==> src/rtl/mole_scheduler.sv <==
// mole_scheduler: whack-a-mole game controller (hole choice, pop-up timing, hit/miss scoring).
// Optional MOLE_WRONG_HIT_PENALTY_EN: a toggle on a non-raised hole during UP counts as a miss.
module mole_scheduler #(
    parameter int TICK_DIV = 25000000,
    parameter int UP_TICKS = 4,
    parameter int GAP_TICKS = 1,
    parameter int MAX_MISS = 5,
    parameter logic [30:0] LFSR_SEED = 31'h0000_0421
) (
    input  logic       clk,
    input  logic       rst,
    input  logic       start,
    input  logic [9:0] sw,
    output logic [9:0] hole_en,
    output logic       hit_pulse,
    output logic       miss_pulse,
    output logic [7:0] score,
    output logic [3:0] misses,
    output logic       game_over,
    output logic [3:0] up_len
);
    typedef enum logic [2:0] {IDLE, GAP, UP, HIT, MISS, OVER} state_t;
    localparam int CW = TICK_DIV > 1 ? $clog2(TICK_DIV) : 1;
    state_t state;
    logic [CW-1:0] cnt;
    logic [3:0] tcnt, prev_idx, raw, base, idx;
    logic [9:0] s1, s2, s3, toggle;
    logic [30:0] lfsr;
    logic [7:0] score_inc;
    logic tick, gap_done, up_done, hit, wrong;
    always_comb begin
        tick = cnt == CW'(TICK_DIV - 1);
        toggle = s2 ^ s3;
        raw = lfsr[3:0];
        base = raw < 4'd10 ? raw : raw - 4'd10;
        // never raise the same hole twice in a row
        idx = base == prev_idx ? (base == 4'd9 ? 4'd0 : base + 4'd1) : base;
        gap_done = tick && ({1'b0, tcnt} + 5'd1 == 5'(GAP_TICKS));
        up_done = tick && ({1'b0, tcnt} + 5'd1 == {1'b0, up_len});
        hit = |(toggle & hole_en);
        score_inc = score == 8'hff ? 8'hff : score + 8'd1;
    end
`ifdef MOLE_WRONG_HIT_PENALTY_EN
    assign wrong = |(toggle & ~hole_en);
`else
    assign wrong = 1'b0;
`endif
    always_ff @(posedge clk or posedge rst) begin
        if (rst) begin
            state <= IDLE;
            hole_en <= '0;
            hit_pulse <= 1'b0;
            miss_pulse <= 1'b0;
            score <= '0;
            misses <= '0;
            game_over <= 1'b0;
            up_len <= 4'(UP_TICKS);
            lfsr <= LFSR_SEED;
            cnt <= '0;
            tcnt <= '0;
            s1 <= '0;
            s2 <= '0;
            s3 <= '0;
            prev_idx <= '0;
        end else begin
            s1 <= sw;
            s2 <= s1;
            s3 <= s2;
            if (state != IDLE) lfsr <= {lfsr[29:0], lfsr[30] ^ lfsr[27]};
            cnt <= tick ? '0 : cnt + 1'b1;
            hit_pulse <= 1'b0;
            miss_pulse <= 1'b0;
            case (state)
                IDLE: if (start) begin
                    state <= GAP;
                    cnt <= '0;
                    tcnt <= '0;
                end
                GAP: if (gap_done) begin
                    state <= UP;
                    tcnt <= '0;
                    hole_en <= 10'd1 << idx;
                    prev_idx <= idx;
                end else if (tick) tcnt <= tcnt + 4'd1;
                UP: if (hit) begin
                    state <= HIT;
                    hole_en <= '0;
                    hit_pulse <= 1'b1;
                    score <= score_inc;
                    if (score_inc[2:0] == 3'd0 && up_len > 4'd1) up_len <= up_len - 4'd1;
                end else if (up_done || wrong) begin
                    state <= MISS;
                    hole_en <= '0;
                    miss_pulse <= 1'b1;
                    misses <= misses + 4'd1;
                end else if (tick) tcnt <= tcnt + 4'd1;
                HIT: begin
                    state <= GAP;
                    tcnt <= '0;
                end
                MISS: begin
                    tcnt <= '0;
                    state <= misses == 4'(MAX_MISS) ? OVER : GAP;
                    game_over <= misses == 4'(MAX_MISS);
                end
                OVER: if (start) begin
                    state <= GAP;
                    cnt <= '0;
                    tcnt <= '0;
                    score <= '0;
                    misses <= '0;
                    game_over <= 1'b0;
                    up_len <= 4'(UP_TICKS);
                end
                default: state <= IDLE;
            endcase
        end
    end
endmodule

==> config.mk <==
export PLATFORM = sky130hd
export DESIGN_NAME = mole_scheduler
export DESIGN_NICKNAME = d
export VERILOG_FILES = /design/src/rtl/mole_scheduler.sv
export SDC_FILE = /design/constraint.sdc
export NUM_CORES = 1
export LEC_CHECK = 0
export BUFFER_PORTS_ARGS = -buffer_cell sky130_fd_sc_hd__buf_4
export CAP_MARGIN = 30
export CELL_PAD_IN_SITES_DETAIL_PLACEMENT = 1
export CELL_PAD_IN_SITES_GLOBAL_PLACEMENT = 1
export CORE_UTILIZATION = 52
export DETAILED_ROUTE_END_ITERATION = 7
export MAX_ROUTING_LAYER = met4
export PLACE_DENSITY = 0.94
export RECOVER_POWER = 25
export SLEW_MARGIN = 20
export SYNTH_ARGS = -nofsm -noshare
export SYNTH_HDL_FRONTEND = slang
export SYNTH_SLANG_ARGS = --single-unit
==> constraint.sdc <==
create_clock -name clk -period 5.2 [get_ports clk]
set_input_delay 0.26 -clock clk [delete_from_list [all_inputs] [get_ports clk]]
set_output_delay 0.26 -clock clk [all_outputs]
set_load 0.02 [all_outputs]
======== Word level (Yosys, flattened, before mapping) ========
Index checks and enable logic that the tools add are counted.
storage, ports and cells
  ROM bits ................................ 0
  input port bits ......................... 13
  flip-flop bits (word level) ............. 126
  output and inout bits ................... 29
  latch bits .............................. 0
  bits in writable memories ............... 0
  word-level logic and storage cells ...... 111
  memories ................................ 0
cells by class
  muxes and demuxes ....................... 40
  multipliers ............................. 0
  magnitude comparators ................... 2
  divide/modulo/power cells ............... 0
  reduce and logical (&&, ||, !) cells .... 21
  shifts and indexed selects .............. 1
  bitwise gates (word level) .............. 3
  equal/unequal tests ..................... 21
  add/sub/neg operators ................... 8
operators with widths
  kind                                                                number
  25-bit 2-to-1 mux                                                   3
  4-bit 2-to-1 mux                                                    13
  10-bit 2-to-1 mux                                                   3
  25-bit by 1-bit adder with 25-bit output, second input constant     1
  25-bit == test, second input constant                               1
  8-bit 2-to-1 mux                                                    3
  10-bit one-hot mux with 2 select lines                              1
  4-bit one-hot mux with 2 select lines                               2
  4-bit one-hot mux with 4 select lines                               1
  8-bit one-hot mux with 2 select lines                               1
  3-bit 2-to-1 mux                                                    5
  3-bit one-hot mux with 5 select lines                               1
  2-bit inequality test, second input constant                        7
  4-bit by 1-bit adder with 4-bit output, second input constant       3
  4-bit AND reduction                                                 3
  10-bit bitwise AND                                                  1
  10-bit OR reduction                                                 1
  1-bit by 4-bit << shifter with 10-bit output, first input constant  1
  10-bit XOR                                                          1
  3-bit AND reduction                                                 3
  8-bit by 1-bit adder with 8-bit output, second input constant       1
  8-bit == test, second input constant                                1
  3-bit by 2-bit == test with 1-bit output, second input constant     2
  3-bit == test, second input constant                                2
  other kinds (23)                                                    35

======== Depth between registers and ports, before layout ========
Gate-level depths: netlist (run 1).
  depth after elaboration ................. 8
  gate-level depth with buffers ........... 9
  mapped depth without buffers ............ 8

======== Least setup slack after synthesis (run 1) ========
Ideal clock, no wire load.
  kind .................................... reg-to-reg
  start point ............................. reg lfsr[1]
  end point ............................... reg hole_en[3]
  cell stages (with the launch flop) ...... 10
  library setup time ...................... 95 ps
  path buffers ............................ 1
  path slack .............................. 2854 ps
  data required time ...................... 5105 ps
  data arrival time ....................... 2250 ps
  period minus slack after synthesis ...... 2346 ps
  cell sequence ........................... dfrtp_1 buf_2 inv_1 ha_1 xor2_1 a211o_1 a2111oi_2 a31o_2 o2111ai_2 o31ai_1
between the ends
  cells in the longest elaborated chain, start to end .. 8
  elaborated cells on any way between the ends .. 11
  those cells by class .................... add/sub: 2; order compare: 1; eq/ne: 2; shift: 1; mux: 5
RTL lines
  item                                                                     line  RTL
  start, declared                                                          28    logic [30:0] lfsr;
  start signal, assigned                                                   69    if (state != IDLE) lfsr <= {lfsr[29:0], lfsr[30] ^ lfsr[27]};
  4-bit subtractor or 4-bit < comparator (tied branches)                   35    base = raw < 4'd10 ? raw : raw - 4'd10;
  4-bit 2-to-1 mux *                                                       35
  4-bit by 1-bit adder with 4-bit output or 4-bit == test (tied branches)  37    idx = base == prev_idx ? (base == 4'd9 ? 4'd0 : base + 4'd1) : base;
  4-bit 2-to-1 mux                                                         37
  4-bit 2-to-1 mux *                                                       37
  1-bit by 4-bit << shifter with 10-bit output *                           82    hole_en <= 10'd1 << idx;
  10-bit 2-to-1 mux *                                                      79    GAP: if (gap_done) begin
  10-bit one-hot mux with 2 select lines *                                 73    case (state)
  end signal, assigned                                                     82
  end, declared                                                            14    output logic [9:0] hole_en,
Every way passes the cells marked *; elsewhere a longest branch is shown, timed or not. The select of a mux whose other input is x is not followed.
A chain may end at the register's enable or synchronous reset.

======== Worst setup path after layout (run 1) ========
  start point ............................. reg lfsr[1]
  end point ............................... reg hole_en[2]
Same word-level chain as after synthesis.

==> impl_metrics.env, run 1 <==
export IMPL_p_leak_nw=3.18
export IMPL_synth_simple_area_share=0.171
export IMPL_rsz0062_at_grt="no"
export IMPL_area_growth_pct=19.8
export IMPL_clk_pin_slew_ps=70
export IMPL_synth_compound_area_frac=0.116
export IMPL_start_kind="flip-flop"
export IMPL_yosys_warnings=0
export IMPL_synth_async_reset_ratio=1.00
export IMPL_post_cts_buffers=0
export IMPL_maxCapViolCount=1
export IMPL_slew_viol_final=61
export IMPL_clock_power_share=0.483
export IMPL_dp_hpwl_um=10400
export IMPL_grt_use_total=0.338
export IMPL_p_sw_mw=0.707
export IMPL_drive_above_1_share=0.216
export IMPL_post_drt_wl_per_cell_um=24.0
export IMPL_outcome="finished, violations left"
export IMPL_cts_tree="done"
export IMPL_initial_core_util=0.533
export IMPL_tns_ps=0
export IMPL_grt_pass1_wl_um=28200
export IMPL_cts_buffer_depth=2
export IMPL_synth_area_mux_share=0.0580
export IMPL_vias=4571
export IMPL_antenna_found_initial=0
export IMPL_htreeDepth=4
export IMPL_fmax_ghz=0.332
export IMPL_drc=0
export IMPL_ys_flop_type="dfrtp_1"
export IMPL_fin_crit_ps=3010
export IMPL_clkSinkCount=126
export IMPL_yosys_register_bits=126
export IMPL_hp_class="input pin to flip-flop"
export IMPL_synth_xor_area_frac=0.0651
export IMPL_dieWidth_um=107
export IMPL_finalNetCount=601
export IMPL_syn_area_per_cell_um2=11.1
export IMPL_fin_skew_ps=10.8
export IMPL_intPower_mw=1.76
export IMPL_yosysMostFrequentCell="dfrtp_1"
export IMPL_powerDensity_nw_per_um2=357
export IMPL_ios=42
export IMPL_rows=38
export IMPL_drt_iter0_drc=308
export IMPL_failed_checks="capacitance limit, slew limit"
export IMPL_synth_top_family_by_area="simple AND/OR/NAND/NOR gates"
export IMPL_netlist_area_um2=5780
export IMPL_synth_top_area_frac=0.528
export IMPL_die_h_um=107
export IMPL_synth_cell_types=65
export IMPL_drt_pass1_iter_count=5
export IMPL_gp_congestion=0.834
export IMPL_wl_um=17600
export IMPL_synth_fa_ha_area_frac=0.0195
export IMPL_yosys_top_cells_area="dfrtp_1 53%, mux2_2 5.5%, xor2_1 4.4%, nand3_1 2.6%, a21oi_1 2.3%"
export IMPL_combPwrFrac=0.075
export IMPL_cp_max_fo=15
export IMPL_hold_ws_ps=81.5
export IMPL_cts_made_buffers=17
export IMPL_grt_start_max_net_pins=68
export IMPL_grt_overflow=0
export IMPL_arrival_ps=3410
export IMPL_endpoint_kind="flip-flop"
export IMPL_root_buffer="clkbuf_8"
export IMPL_peakVddDrop_uv=246
export IMPL_grt_pass1_vias=4890
export IMPL_synth_common_cells="122 x dfrtp_1, 34 x nor2_1, 30 x nand2_1, 30 x nand3_1, 29 x xor2_1"
export IMPL_fin_crit_sh=0.579
export IMPL_swShare=0.286
export IMPL_finalSetupViolCount=0
export IMPL_dieArea_um2=11500
export IMPL_hold_viol_final=0
export IMPL_synth_top_cell_by_area="dfrtp_1"
export IMPL_ys_seq_area_frac=0.546
export IMPL_ant_nets=0
export IMPL_core_um2=10800
export IMPL_synth_edff_count=0
export IMPL_routed_via_density=6.24
export IMPL_crit_required_ps=5600
export IMPL_syn_inst=519
export IMPL_numPortBuffers=41
export IMPL_crit_type="flip-flop to flip-flop"
export IMPL_antennaDiodeCount=0
export IMPL_slew_headroom=-0.848
export IMPL_p_seq_frac=0.442
export IMPL_synth_nets=541
export IMPL_tightest_slew_ps=2760
export IMPL_clk_insertion_delay_late_ps=530
## worst max-delay path, cell delays in order (launching register included)
cell and delay (ps):
dfrtp_1 620, inv_1 110, ha_1 270, xor2_1 210, a211o_1 350, a21oi_2 340
nand4_1 340, xnor2_1 250, o31ai_1 390
## routing by layer
metal,up-vias,track usage,share of wire
met4,0,0.139,0.034
met1,2344,0.409,0.41
met5,-,-,0
met2,182,0.563,0.51
met3,58,0.0605,0.045
li1,1987,-,-
## path summary, 6_finish.rpt
path,start,to,slack [ps],depth (start not counted)
max in group asynchronous,rst,cnt[0]$_DFF_PP0_,2330,4
min in group asynchronous,rst,hole_en[7]$_DFFE_PP0P_,1070,3
worst min register to register,s1[5]$_DFF_PP0_,s2[5]$_DFF_PP0_,350,0
worst max register to register,lfsr[1]$_DFFE_PP0P_,hole_en[2]$_DFFE_PP0P_,2190,8
worst min-delay path,start,state[2]$_DFFE_PP0P_,80,3
worst max-delay path,lfsr[1]$_DFFE_PP0P_,hole_en[2]$_DFFE_PP0P_,2190,8
## flip-flops by register name (all words and copies together), names as in the netlist
name,count
game_over,1
miss_pulse,1
lfsr,31
prev_idx,4
state,3
s1,10
hole_en,10
cnt,25
score,8
s2,10
s3,10
misses,4
hit_pulse,1
tcnt,4
up_len,4
## power by group through the flow
stage,registers [mW],clock network (mW),logic (mW)
after detailed placement,1.10,0,0.164
final,1.09,1.19,0.185
after CTS,1.09,1.19,0.184
after floorplan,1.09,0,0.0957
after global routing,1.09,1.23,0.202
after global placement,1.09,0,0.143
## per-stage QoR
stage               cells  power (mW)  utilization  setup slack [ps]  cell area [um2]
floorplan             519        1.19            -              1590             5780
global placement      689        1.23        0.575              2710             6240
detailed placement    689        1.27        0.575              2440             6240
CTS                   732        2.47        0.639              2300             6930
global route          732        2.53        0.639              1850             6930
finish                732        2.47        0.639              2190             6930
## cell usage in the layout, fill, tap and decap left out, types with 3 or more instances in the layout
| cell | instances |
|---|---|
| dfrtp_1 | 122 |
| nor2_1 | 34 |
| buf_4 | 33 |
| nand3_1 | 30 |
| nand2_1 | 30 |
| xor2_1 | 29 |
| mux2_2 | 28 |
| a21oi_1 | 26 |
| o21ai_0 | 20 |
| inv_1 | 18 |
| and3_1 | 16 |
| clkbuf_16 | 16 |
| xnor2_1 | 14 |
| and2_1 | 13 |
| dlygate4sd3_1 | 11 |
| clkbuf_4 | 11 |
| o31ai_1 | 10 |
| nor3_1 | 10 |
| or3_1 | 9 |
| ha_1 | 9 |
| inv_6 | 7 |
| nand4_1 | 6 |
| a22oi_1 | 5 |
| o2bb2ai_1 | 5 |
| nand2b_1 | 4 |
| and4_1 | 4 |
| inv_8 | 4 |
| dfstp_2 | 4 |
| a41oi_1 | 3 |
| o211ai_1 | 3 |
| a311oi_1 | 3 |
## area by class of cell
| class | instances | area [um2] |
|---|---|---|
| repair buffers | 55 | 440 |
| clock inverters | 15 | 168 |
| fillers | 1104 | 3910 |
| multi-input cells | 358 | 2490 |
| clock buffers | 17 | 414 |
| flip-flops and latches | 126 | 3160 |
| inverters | 21 | 80.1 |
| well taps | 140 | 175 |
## timing repair
item                      in CTS  in global routing
hold buffers                  11                  0
gates resized for setup        0                  0
hold endpoints to repair      66                  0
## kinds of logic after synthesis
logic type	count (synthesis)
compound gates	99
xor+xnor	43
mux	30
buf+inv	35
simple gates	177
flops	126
fa+ha+maj	9
Power figures use the tool's default switching activity.
==> run 2: changes to the inputs <==
--- a/config.mk
+++ b/config.mk
@@ -9,10 +9,10 @@
 export CAP_MARGIN = 30
 export CELL_PAD_IN_SITES_DETAIL_PLACEMENT = 1
 export CELL_PAD_IN_SITES_GLOBAL_PLACEMENT = 1
-export CORE_UTILIZATION = 52
+export CORE_UTILIZATION = 43
 export DETAILED_ROUTE_END_ITERATION = 7
 export MAX_ROUTING_LAYER = met4
-export PLACE_DENSITY = 0.94
+export PLACE_DENSITY = 0.84
 export RECOVER_POWER = 25
 export SLEW_MARGIN = 20
 export SYNTH_ARGS = -nofsm -noshare
==> constraint.sdc (replaced) <==
create_clock -name clk -period 2.6 [get_ports clk]
set_input_delay 0.13 -clock clk [delete_from_list [all_inputs] [get_ports clk]]
set_output_delay 0.13 -clock clk [all_outputs]
set_load 0.02 [all_outputs]
==> run 2 against run 1 <==
Net effect: the flow still finishes with violations (capacitance limit, slew limit); maximum frequency increased by 24%; clock skew shrank 7.0 ps; count of clock-buffer cells in the layout grew 2; register-to-register slack worse by 2000 ps; worst setup slack got worse by 2000 ps; clock power grew 92%; sequential share of layout area fell by 0.90 points; global-route usage fell by 11 points; largest power group unchanged.
==> impl_metrics.env, run 2 (synthesis gave the netlist of run 1 again) <==
export IMPL_multi_input_comb_area_um2=2500
export IMPL_cts_tree="done"
export IMPL_combPwrFrac=0.068
export IMPL_fmax_ghz=0.412
export IMPL_p_leak_nw=3.21
export IMPL_outcome="finished, violations left"
export IMPL_tns_ps=0
export IMPL_endpoint_kind="flip-flop"
export IMPL_fin_skew_ps=3.76
export IMPL_htreeDepth=4
export IMPL_post_cts_buffers=0
export IMPL_initial_core_util=0.438
export IMPL_utilization=0.536
export IMPL_crit_type="flip-flop to flip-flop"
export IMPL_grt_overflow=0
export IMPL_clock_power_share=0.480
export IMPL_seq_area_um2=3160
export IMPL_hp_class="input pin to flip-flop"
export IMPL_numPortBuffers=41
export IMPL_grt_start_max_net_pins=41
export IMPL_finalNetCount=610
export IMPL_r2r_start="tcnt[0]$_DFFE_PP0P_"
export IMPL_worstHoldStart="start"
export IMPL_clk_insertion_delay_late_ps=420
export IMPL_antennaDiodeCount=0
export IMPL_mostFrequentLayoutCell="dfrtp_1"
export IMPL_ant_nets=0
export IMPL_start_kind="flip-flop"
export IMPL_clkSinkCount=126
export IMPL_fin_crit_sh=0.935
export IMPL_maxCapViolCount=1
export IMPL_cp_max_fo=7
export IMPL_finalSetupViolCount=0
export IMPL_intPower_mw=3.65
export IMPL_final_cell_mix="120 x dfrtp_1, 39 x buf_4, 34 x nor2_1"
export IMPL_powerDensity_nw_per_um2=676
export IMPL_reg_largest_list="lfsr: 31 flops, cnt: 25 flops"
export IMPL_failed_checks="capacitance limit, slew limit"
export IMPL_routed_via_density=5.59
export IMPL_regMostFlops="lfsr"
export IMPL_tightest_slew_ps=1530
export IMPL_place_ws_ps=162
export IMPL_drc=0
export IMPL_swShare=0.236
export IMPL_core_um2=13200
export IMPL_rows=42
export IMPL_wl_um=14100
export IMPL_grt_pass1_wl_um=24100
export IMPL_p_sw_mw=1.13
export IMPL_crit_required_ps=2940
export IMPL_cts_buffer_depth=2
export IMPL_dieWidth_um=118
export IMPL_drt_pass1_iter_count=6
export IMPL_fin_area_um2=7070
export IMPL_root_buffer="clkbuf_16"
export IMPL_grt_use_total=0.228
export IMPL_hold_viol_final=0
export IMPL_cts_made_buffers=17
export IMPL_clk_pin_slew_ps=60
export IMPL_critPathLaunch="tcnt[0]$_DFFE_PP0P_"
export IMPL_post_drt_wl_per_cell_um=18.2
export IMPL_die_h_um=118
export IMPL_fin_crit_ps=2430
export IMPL_vias=4340
export IMPL_placed_area_um2=6370
export IMPL_setup_ws_ps=170
export IMPL_dieArea_um2=13900
export IMPL_area_growth_pct=22.3
export IMPL_p_seq_frac=0.452
export IMPL_peakVddDrop_uv=427
export IMPL_rsz0062_at_grt="no"
export IMPL_dp_hpwl_um=9650
export IMPL_slew_viol_final=32
export IMPL_gp_congestion=0.851
export IMPL_largest_reg_flops=31
export IMPL_drt_iter0_drc=252
export IMPL_drive_above_1_share=0.228
export IMPL_arrival_ps=2770
export IMPL_nFillCells=1412
export IMPL_ios=42
export IMPL_slew_headroom=-0.0219
export IMPL_antenna_found_initial=0
export IMPL_grt_pass1_vias=4773
run 2: cell types whose count changed in the layout (fill, tap and decap cells not counted), moves of 2 or more:
cell and change:
dfrtp_2 +2, dfrtp_1 -2, buf_12 +2, clkinvlp_4 +2, inv_6 -7, inv_8 -4
buf_4 +6, clkinv_2 +6
run 2: final timing paths:
path                            slack (ps)                     end  cells after the start
worst min register to register         350         s2[0]$_DFF_PP0_                      0
min in group asynchronous              210         s1[7]$_DFF_PP0_                      3
worst max register to register         170  hole_en[9]$_DFFE_PP0P_                      7
worst min-delay path                    70    state[2]$_DFFE_PP0P_                      3
max in group asynchronous              420   up_len[2]$_DFFE_PP1P_                      5
worst max-delay path                   170  hole_en[9]$_DFFE_PP0P_                      7
run 2: what timing repair did:
item,CTS,global route
hold buffers,11,0
setup endpoints to repair,0,3
hold endpoints to repair,45,0
gates resized for setup,0,3
run 2: per-stage QoR:
stage | cells | hold WS, ps | power (mW)
2_1_floorplan | 519 | 161 | 2.38
3_3_place_gp | 733 | 241 | 2.48
3_5_place_dp | 733 | 242 | 2.51
4_1_cts | 775 | 60.3 | 4.83
5_1_grt | 776 | 115 | 4.96
6_report | 776 | 68.3 | 4.78
run 2: layout make-up:
| cell class | instances | area share |
|---|---|---|
| Sequential cell | 126 | 0.447 |
| Inverter | 21 | 0.0113 |
| Clock inverter | 12 | 0.0170 |
| Tap cell | 176 | 0.0311 |
| Clock buffer | 19 | 0.0640 |
| Timing Repair Buffer | 64 | 0.0761 |
| Multi-Input combinational cell | 358 | 0.354 |
run 2: layer usage:
layer  wire length [um]  global-route usage
met4                412               0.119
met3                519              0.0547
met1               5900               0.261
met5                  0                   -
met2               7320               0.371
run 2: critical path, cell delays in order, from the launching register on:
cell and delay, ps:
dfrtp_2 450, ha_1 260, and2_1 210, a21oi_1 360, nor3_1 140, o21ai_1 390
and2_1 330, mux2i_1 210
run 2: power by group through the flow:
stage,Combinational (mW),Sequential [mW],Clock [mW]
after floorplan,0.192,2.18,0
after global placement,0.295,2.18,0
after detailed placement,0.316,2.19,0
after CTS,0.335,2.16,2.34
after global routing,0.366,2.17,2.43
final,0.327,2.16,2.29
